File: config.mk
export PLATFORM = sky130hd
export DESIGN_NAME = if_stage_flat
export DESIGN_NICKNAME = d
export VERILOG_FILES = /design/src/rtl/if_stage_if.sv /design/src/rtl/if_stage.sv /design/src/flat_wrapper.sv
export SDC_FILE = /design/constraint.sdc
export NUM_CORES = 1
export LEC_CHECK = 0
export ABC_AREA = 0
export CAP_MARGIN = 20
export CORE_AREA = 2 2 127 67
export DETAILED_ROUTE_END_ITERATION = 12
export DIE_AREA = 0 0 129 69
export PLACE_DENSITY = 0.73
export SLEW_MARGIN = 30
export SYNTH_ARGS = -nofsm -noshare
export SYNTH_HDL_FRONTEND = slang
export SYNTH_SLANG_ARGS = --single-unit
File: constraint.sdc
create_clock -name clk -period 3.05 [get_ports clk]
set_input_delay 0.61 -clock clk [delete_from_list [all_inputs] [get_ports clk]]
set_output_delay 0.61 -clock clk [all_outputs]
set_load 0.005 [all_outputs]
File: src/rtl/if_stage_if.sv
// IF-stage pipeline bundle: redirect/hazard controls and instruction fetch in,
// IF/ID register and status out. The slave side is the fetch stage itself.
interface if_stage_if #(
  parameter int PC_W = 9
) ();
  logic            PcSel;
  logic [31:0]     BrPC;
  logic            Stall;
  logic            HaltReq;
  logic [31:0]     Inst_In;
  logic [PC_W-1:0] Inst_Addr;
  logic [PC_W-1:0] IfId_PC;
  logic [31:0]     IfId_Inst;
  logic            IfId_Valid;
  logic            Halted;
  logic [15:0]     FlushCnt;

  modport master (
    output PcSel, BrPC, Stall, HaltReq, Inst_In,
    input  Inst_Addr, IfId_PC, IfId_Inst, IfId_Valid, Halted, FlushCnt
  );

  modport slave (
    input  PcSel, BrPC, Stall, HaltReq, Inst_In,
    output Inst_Addr, IfId_PC, IfId_Inst, IfId_Valid, Halted, FlushCnt
  );
endinterface

File: src/rtl/if_stage.sv
// Instruction fetch stage: PC register, IF/ID pipeline register, redirect/stall/halt
// handling and a saturating count of taken redirects.
module if_stage #(
  parameter int          PC_W     = 9,
  parameter logic [31:0] NOP_INST = 32'h00000013
) (
  input  logic      clk,
  input  logic      reset_n,
  if_stage_if.slave bus
);

  typedef enum logic {RUN, HALTED} state_e;

  state_e          state_q, state_d;
  logic [PC_W-1:0] pc_q, pc_d;
  logic [PC_W-1:0] ifid_pc_q, ifid_pc_d;
  logic [31:0]     ifid_inst_q, ifid_inst_d;
  logic            ifid_valid_q, ifid_valid_d;
  logic            halted_q, halted_d;
  logic [15:0]     flush_cnt_q, flush_cnt_d;
  logic [PC_W-1:0] redirect_pc;
  logic            unused_brpc;

  assign redirect_pc = {bus.BrPC[PC_W-1:2], 2'b00};
  assign unused_brpc = ^{bus.BrPC[31:PC_W], bus.BrPC[1:0]};

  // Priority in RUN: redirect squashes a younger halt/stall, then halt, then stall.
  always_comb begin
    state_d      = state_q;
    pc_d         = pc_q;
    ifid_pc_d    = ifid_pc_q;
    ifid_inst_d  = ifid_inst_q;
    ifid_valid_d = ifid_valid_q;
    halted_d     = halted_q;
    flush_cnt_d  = flush_cnt_q;
    if (state_q == RUN) begin
      if (bus.PcSel) begin
        pc_d         = redirect_pc;
        ifid_inst_d  = NOP_INST;
        ifid_valid_d = 1'b0;
        if (flush_cnt_q != '1) flush_cnt_d = flush_cnt_q + 16'd1;
      end else if (bus.HaltReq) begin
        state_d      = HALTED;
        halted_d     = 1'b1;
        ifid_inst_d  = NOP_INST;
        ifid_valid_d = 1'b0;
      end else if (!bus.Stall) begin
        ifid_pc_d    = pc_q;
        ifid_inst_d  = bus.Inst_In;
        ifid_valid_d = 1'b1;
        pc_d         = pc_q + PC_W'(4);
      end
    end
  end

  always_ff @(posedge clk) begin
    if (!reset_n) begin
      state_q      <= RUN;
      pc_q         <= '0;
      ifid_pc_q    <= '0;
      ifid_inst_q  <= NOP_INST;
      ifid_valid_q <= 1'b0;
      halted_q     <= 1'b0;
      flush_cnt_q  <= '0;
    end else begin
      state_q      <= state_d;
      pc_q         <= pc_d;
      ifid_pc_q    <= ifid_pc_d;
      ifid_inst_q  <= ifid_inst_d;
      ifid_valid_q <= ifid_valid_d;
      halted_q     <= halted_d;
      flush_cnt_q  <= flush_cnt_d;
    end
  end

  assign bus.Inst_Addr  = pc_q;
  assign bus.IfId_PC    = ifid_pc_q;
  assign bus.IfId_Inst  = ifid_inst_q;
  assign bus.IfId_Valid = ifid_valid_q;
  assign bus.Halted     = halted_q;
  assign bus.FlushCnt   = flush_cnt_q;

endmodule
File: src/flat_wrapper.sv
// flat-port wrapper written by rule: the top's interface ports become plain ports
module if_stage_flat 
#(
  parameter int          PC_W     = 9,
  parameter logic [31:0] NOP_INST = 32'h00000013
)
  (clk, reset_n, bus_PcSel, bus_BrPC, bus_Stall, bus_HaltReq, bus_Inst_In, bus_Inst_Addr, bus_IfId_PC, bus_IfId_Inst, bus_IfId_Valid, bus_Halted, bus_FlushCnt);
  if_stage_if #(.PC_W(PC_W)) bus_i ();
  input  logic clk;
  input  logic reset_n;
  input wire logic [$bits(bus_i.PcSel)-1:0] bus_PcSel;
  input wire logic [$bits(bus_i.BrPC)-1:0] bus_BrPC;
  input wire logic [$bits(bus_i.Stall)-1:0] bus_Stall;
  input wire logic [$bits(bus_i.HaltReq)-1:0] bus_HaltReq;
  input wire logic [$bits(bus_i.Inst_In)-1:0] bus_Inst_In;
  output wire logic [$bits(bus_i.Inst_Addr)-1:0] bus_Inst_Addr;
  output wire logic [$bits(bus_i.IfId_PC)-1:0] bus_IfId_PC;
  output wire logic [$bits(bus_i.IfId_Inst)-1:0] bus_IfId_Inst;
  output wire logic [$bits(bus_i.IfId_Valid)-1:0] bus_IfId_Valid;
  output wire logic [$bits(bus_i.Halted)-1:0] bus_Halted;
  output wire logic [$bits(bus_i.FlushCnt)-1:0] bus_FlushCnt;
  assign bus_i.PcSel = bus_PcSel;
  assign bus_i.BrPC = bus_BrPC;
  assign bus_i.Stall = bus_Stall;
  assign bus_i.HaltReq = bus_HaltReq;
  assign bus_i.Inst_In = bus_Inst_In;
  assign bus_Inst_Addr = bus_i.Inst_Addr;
  assign bus_IfId_PC = bus_i.IfId_PC;
  assign bus_IfId_Inst = bus_i.IfId_Inst;
  assign bus_IfId_Valid = bus_i.IfId_Valid;
  assign bus_Halted = bus_i.Halted;
  assign bus_FlushCnt = bus_i.FlushCnt;
  if_stage #(.PC_W(PC_W), .NOP_INST(NOP_INST)) u_core (.clk(clk), .reset_n(reset_n), .bus(bus_i));
endmodule
==> out/results.tsv, run 1 <==
stage	metric	value	unit
run_status	status	finished, final reports clean	
placement	dp_hpwl	5590	µm
floorplanning	fp.dieH	69	µm
drt	vias_per_cell	5.06	
drt	finalWirelength	7790	µm
yosys	synth_ff_type	dfxtp_1	
worst_setup_path	worstPathArrival	2.61	ns
drt	drc	0	
timing	fin_crit_sh	76.9	%
job	cap_violations	0	
clock_network	h-tree-depth	3	
clock_network	cts_tree	done	
worst_setup_path	cp.required	3.32	ns
final_layout	fin_nets	483	
yosys	ys_warn_count	0	
drt	vias	2678	
grt	grt_pass1_wl	12400	µm
yosys	ys_seq_elements	65	
floorplanning	dieArea	8900	µm²
final_layout	fin_cells	529	
timing	hold_violations	0	
grt	grt_max_degree	35	
drt	first_pass_iters	5	
floorplanning	fp.coreArea	7800	µm²
timing	skew	0.00506	ns
yosys	async_flop_share	0	%
floorplanning	num_rows	23	
worst_setup_path	crit_type	in2reg	
timing	tns	0	ns
clock_network	cts_made_buffers	9	
clock_network	cts_setup_buffers	0	
timing	tightest_slew	0.899	ns
grt	grt_usage	17.7	%
floorplanning	start_util	34.2	%
final_layout	syn_to_final_growth	56.0	%
timing	slew_violations	0	
worst_setup_path	cp_max_fo	29	
final_layout	antenna_cells	0	
grt	antenna_found_initial	0	
power	p_leak	1.50	nW
power	peakVddDrop	0.000284	V
grt	grt_pass1_vias	2442	
yosys	seq_area_frac_synth	48.8	%
power	power_density	524	nW/µm²
yosys	synth.cell_area	2670	µm²
yosys	synth_edf_count	0	
timing	setup_violations	0	
timing	relSlewSlack	40.1	%
timing	hold-worst-slack	0.453	ns
clock_network	cts_root_buffer	clkbuf_16	
yosys	yosysUniqueCellTypes	45	
clock_network	clkTransAtPathRegs	0.05	ns
timing	period_minus_slack	2.35	ns
drt	final_antenna_net_count	0	
clock_network	ctsHoldBuffers	0	
drt	drt_iter0_markers	205	
placement	dpl.cell_count	513	
placement	port_buffers	107	
yosys	synth_area_per_cell	8.69	µm²
floorplanning	die_width	129	µm
final_layout	fin_util	53.3	%
clock_network	clock_latency	0.33	ns
placement	finalWeightedCongestion	0.801	
yosys	netlist_instances	307	
timing	rsz0062_at_grt	no	
clock_network	cts.repair.resized	0	
timing	fmax	426	MHz
drt	post_drt_wl_per_cell	14.7	µm
clock_network	cts.sinks	65	
floorplanning	ios	137	
grt	gr-total-overflow	0	
clock_network	clk_path_buf_depth	2	
hold_path	min_path_type	reg2reg	
final_layout	layout-drive-gt1-share	6.47	%
worst_setup_path	startpoint_type	primary input	
worst_setup_path	endpoint_kind	register	
## cell usage in the layout (no fill, tap or decap), types with 2 or more instances in the layout
cell / count
a211oi_1: 4
a21o_1: 2
a21oi_1: 20
a22o_1: 5
a22oi_1: 29
a31oi_1: 3
a32o_1: 2
and3_1: 6
and4_1: 2
buf_4: 7
bufinv_16: 2
clkbuf_1: 2
clkbuf_16: 9
clkdlybuf4s50_1: 107
clkinvlp_4: 2
conb_1: 4
dfxtp_1: 65
ha_1: 2
inv_1: 5
mux2i_1: 3
nand2_1: 30
nand2b_1: 3
nand3_1: 7
nand4_1: 3
nor2_1: 48
nor4_1: 3
o21a_1: 2
o21ai_0: 8
o22ai_1: 4
o31a_1: 2
o31ai_1: 4
or3_1: 3
or4_1: 3
## per-stage QoR
stage | setup WS (ns) | total power (W) | cell area [µm²]
floorplan | 1.07 | 0.000992 | 2680
finish | 0.705 | 0.00218 | 4160
global route | 0.480 | 0.00227 | 4160
CTS | 0.697 | 0.00220 | 4160
global placement | 0.399 | 0.00111 | 3850
detailed placement | 0.364 | 0.00111 | 3850
## power by group
group | leakage [nW] | total [W] | switching, W | internal, W
sequential | 0.527 | 0.000892 | 0.0000215 | 0.000871
clock | 0.146 | 0.00108 | 0.000367 | 0.000714
combinational | 0.823 | 0.000205 | 0.0000908 | 0.000114
## cell type report
class	count	area [µm²]
Tap cell	112	140
Multi-Input combinational cell	216	1260
Fill cell	707	3640
Clock inverter	5	80.1
Clock buffer	11	233
Timing Repair Buffer	114	1120
Sequential cell	65	1300
Inverter	6	22.5
## metal layers
metal / wire, µm / vias up / GRT usage [%]
met1: 3830 / 1263 / 25.1
met3: 683 / 8 / 8.46
met4: 75 / 0 / 4.83
li1: - / 1319 / -
met5: 0 / - / 0
met2: 3200 / 88 / 23.7
## flip-flops by register name, summed over array words and instances, names as in the netlist
name / cells
u_core.bus.IfId_Inst: 32
u_core.bus.FlushCnt: 16
u_core.bus.IfId_PC: 7
u_core.bus.Inst_Addr: 7
u_core.bus.Halted: 1
u_core.bus.IfId_Valid: 1
u_core.state_q: 1
## cell families after synthesis
family	count (synthesis)	synth area share, %
adders and majority gates	2	0.938
and+or+nand+nor	116	20.8
buffers and inverters	29	4.69
AOI/OAI and AO/OA	91	23.5
muxes	3	1.13
other	1	0.141
DFF	65	48.8
## final timing paths
| path | end | depth (start not counted) | slack, ns | startpoint |
|---|---|---|---|---|
| max | u_core.bus.IfId_Inst[10]$_SDFFE_PN0P_ | 6 | 0.70 | bus_PcSel |
| min | u_core.bus.IfId_PC[7]$_SDFFE_PN0P_ | 2 | 0.45 | u_core.bus.IfId_PC[7]$_SDFFE_PN0P_ |
| max reg2reg | u_core.bus.FlushCnt[13]$_SDFFE_PN0P_ | 4 | 0.95 | u_core.state_q$_SDFF_PN0_ |
| min reg2reg | u_core.bus.IfId_PC[7]$_SDFFE_PN0P_ | 2 | 0.45 | u_core.bus.IfId_PC[7]$_SDFFE_PN0P_ |
## worst max-delay path, stage by stage
cell	delay, ns
clkdlybuf4s50_1	0.44
buf_4	0.23
nor2_1	0.24
a21o_1	0.76
a22oi_1	0.22
nor2_1	0.11
## cells in the mapped netlist (all sizes together), types with 2 or more instances
| cell type | n | share of area, % |
|---|---|---|
| o22ai | 4 | 0.94 |
| o21ai | 8 | 1.5 |
| mux2i | 3 | 1.1 |
| clkbuf | 17 | 2.4 |
| inv | 6 | 0.84 |
| nor4 | 5 | 1.6 |
| nand2 | 30 | 4.2 |
| and3 | 6 | 1.4 |
| o31a | 2 | 0.66 |
| a32o | 2 | 0.75 |
| o21a | 2 | 0.56 |
| and4 | 2 | 0.66 |
| a21o | 2 | 0.56 |
| o31ai | 4 | 1.1 |
| or3 | 3 | 0.70 |
| a22o | 5 | 1.6 |
| a22oi | 29 | 8.2 |
| dfxtp | 65 | 49 |
| a21oi | 20 | 3.8 |
| a211oi | 4 | 1.1 |
| buf | 6 | 1.5 |
| ha | 2 | 0.94 |
| a31oi | 3 | 0.70 |
| nor2 | 48 | 6.8 |
| nand3 | 7 | 1.3 |
| nand4 | 4 | 1.2 |
| nand2b | 3 | 0.70 |
| or4 | 3 | 0.84 |
(Power assumes the default switching activity.)
==> run 2, diff against run 1 <==
PLACE_DENSITY = 0.76   (was 0.73)
clock period = 2 ns   (was 3.05 ns; I/O delays follow)
==> out/results.tsv, run 2 (synthesis gave the netlist of run 1 again) <==
stage	metric	value	unit	change
worst_setup_path	r2r_cells	4		unchanged
worst_setup_path	worstReg2RegStart	u_core.bus.FlushCnt[1]$_SDFFE_PN0P_		was u_core.state_q$_SDFF_PN0_
worst_setup_path	cp_top_family	simple AND/OR/NAND/NOR gates		was compound AO/OA/AOI/OAI gates
timing	rsz0062_at_grt	no		unchanged
final_layout	layout-drive-gt1-share	10.6	%	was 6.47%
clock_network	cts_root_buffer	clkbuf_16		unchanged
drt	finalWirelength	8170	µm	was 7790 µm
worst_setup_path	cp.required	2.26	ns	was 3.32 ns
worst_setup_path	slowest_stage	or4b_1		was a21o_1
hold_path	min_from	u_core.bus.IfId_PC[7]$_SDFFE_PN0P_		unchanged
floorplanning	die_width	129	µm	unchanged
worst_setup_path	cp_max_fo	2		was 29
placement	dp_hpwl	6010	µm	was 5590 µm
final_layout	fin_util	55.3	%	was 53.3%
floorplanning	ios	137		unchanged
placement	finalWeightedCongestion	0.835		was 0.801
grt	antenna_found_initial	0		unchanged
drt	drt_iter0_markers	159		was 205
placement	port_buffers	107		unchanged
timing	tns	0	ns	unchanged
floorplanning	fp.dieH	69	µm	unchanged
worst_setup_path	crit_type	in2reg		unchanged
final_layout	layout_commonest_cell	clkdlybuf4s50_1		unchanged
final_layout	fin_nets	500		was 483
clock_network	cts_tree	done		unchanged
final_layout	final_cell_mix	clkdlybuf4s50_1, dfxtp_1, nor2_1		unchanged
grt	gr-total-overflow	0		unchanged
power	peakVddDrop	0.000431	V	was 0.000284 V
floorplanning	num_rows	23		unchanged
clock_network	cts_setup_buffers	0		unchanged
worst_setup_path	worst-path-buf-inv	1		was 2
final_layout	antenna_cells	0		unchanged
worst_setup_path	worstPathArrival	2.16	ns	was 2.61 ns
final_layout	fillers	705		was 707
placement	dpl_cell_area	4000	µm²	was 3850 µm²
drt	post_drt_wl_per_cell	15.0	µm	was 14.7 µm
timing	hold_violations	0		unchanged
timing	skew	0.00383	ns	was 0.00506 ns
drt	vias	2767		was 2678
timing	fmax	525	MHz	
floorplanning	fp.coreArea	7800	µm²	unchanged
grt	grt_pass1_vias	2713		was 2442
clock_network	clock_latency	0.32	ns	was 0.33 ns
timing	period_minus_slack	1.90	ns	
drt	final_antenna_net_count	0		unchanged
floorplanning	dieArea	8900	µm²	unchanged
grt	grt_usage	19.1	%	was 17.7%
timing	setup_violations	0		unchanged
clock_network	cts_made_buffers	9		unchanged
power	p_leak	1.59	nW	was 1.50 nW
grt	grt_max_degree	37		was 35
timing	fin_crit_sh	95.2	%	
worst_setup_path	worst-path-stages	5		was 6
power	power	0.00334	W	was 0.00218 W
drt	vias_per_cell	5.07		was 5.06
timing	slew_violations	0		unchanged
worst_setup_path	max_stage_delay	0.53	ns	was 0.76 ns
drt	drc	0		unchanged
clock_network	cts.repair.resized	0		unchanged
final_layout	syn_to_final_growth	61.8	%	was 56.0%
clock_network	clkTransAtPathRegs	0.05	ns	about the same
clock_network	ctsHoldBuffers	0		unchanged
job	cap_violations	0		unchanged
floorplanning	start_util	34.2	%	unchanged
final_layout	final_cell_area	4310	µm²	was 4160 µm²
clock_network	clk_path_buf_depth	2		unchanged
clock_network	h-tree-depth	3		unchanged
worst_setup_path	startpoint	bus_PcSel		unchanged
drt	first_pass_iters	5		unchanged
worst_setup_path	endpoint_kind	register		unchanged
worst_setup_path	path_cells	clkdlybuf4s50_1 -> nand2b_1 -> or4b_1 -> or4_1 -> a21oi_1		was clkdlybuf4s50_1 -> buf_4 -> nor2_1 -> a21o_1 -> a22oi_1 -> nor2_1
hold_path	holdPathStages	2		unchanged
run_status	status	finished, final reports clean		unchanged
grt	grt_pass1_wl	13400	µm	was 12400 µm
final_layout	largest_reg_flops	32		unchanged
worst_setup_path	startpoint_type	primary input		unchanged
hold_path	min_path_type	reg2reg		unchanged
clock_network	cts.sinks	65		unchanged
power	power_density	775	nW/µm²	was 524 nW/µm²
==> run 2: through the flow <==
stage	hold slack (ns)	setup slack (ns)	cells
after detailed placement	0.451	-0.238	530
after floorplan	0.453	0.0864	310
after CTS	0.456	0.100	546
final	0.451	0.0965	546
after global placement	0.445	-0.232	530
after global routing	0.472	0.0249	546
==> run 2: layout make-up <==
class	count	area [µm²]	share of cell area, %
Timing Repair Buffer	131	1280	29.6
Tap cell	112	140	3.25
Clock buffer	10	229	5.31
Clock inverter	6	82.6	1.91
Inverter	6	22.5	0.522
Multi-Input combinational cell	216	1260	29.3
Sequential cell	65	1300	30.2
==> run 2: layer usage <==
metal,up-vias,track usage (%),share of wire (%)
li1,1353,-,-
met1,1320,25.8,47
met2,87,27.5,44
met3,7,9.01,8.8
met4,0,4.95,0.75
met5,-,0,0
==> run 2: path summary, 6_finish.rpt <==
check        slack, ns                                   end
min               0.45    u_core.bus.IfId_PC[7]$_SDFFE_PN0P_
max                0.1  u_core.bus.FlushCnt[13]$_SDFFE_PN0P_
max reg2reg       0.15  u_core.bus.FlushCnt[13]$_SDFFE_PN0P_
min reg2reg       0.45    u_core.bus.IfId_PC[7]$_SDFFE_PN0P_
==> run 2: worst reg2reg max path, cell delays in order, from the launching register on <==
cell and delay [ns]:
dfxtp_1 0.40, and4_1 0.27, or4b_1 0.47, or4_1 0.51, a21oi_1 0.14
==> run 2: power breakdown <==
part	switching (W)	internal (W)
logic	0.000150	0.000197
clock network	0.000557	0.00108
registers	0.0000279	0.00133
total	0.000735	0.00261
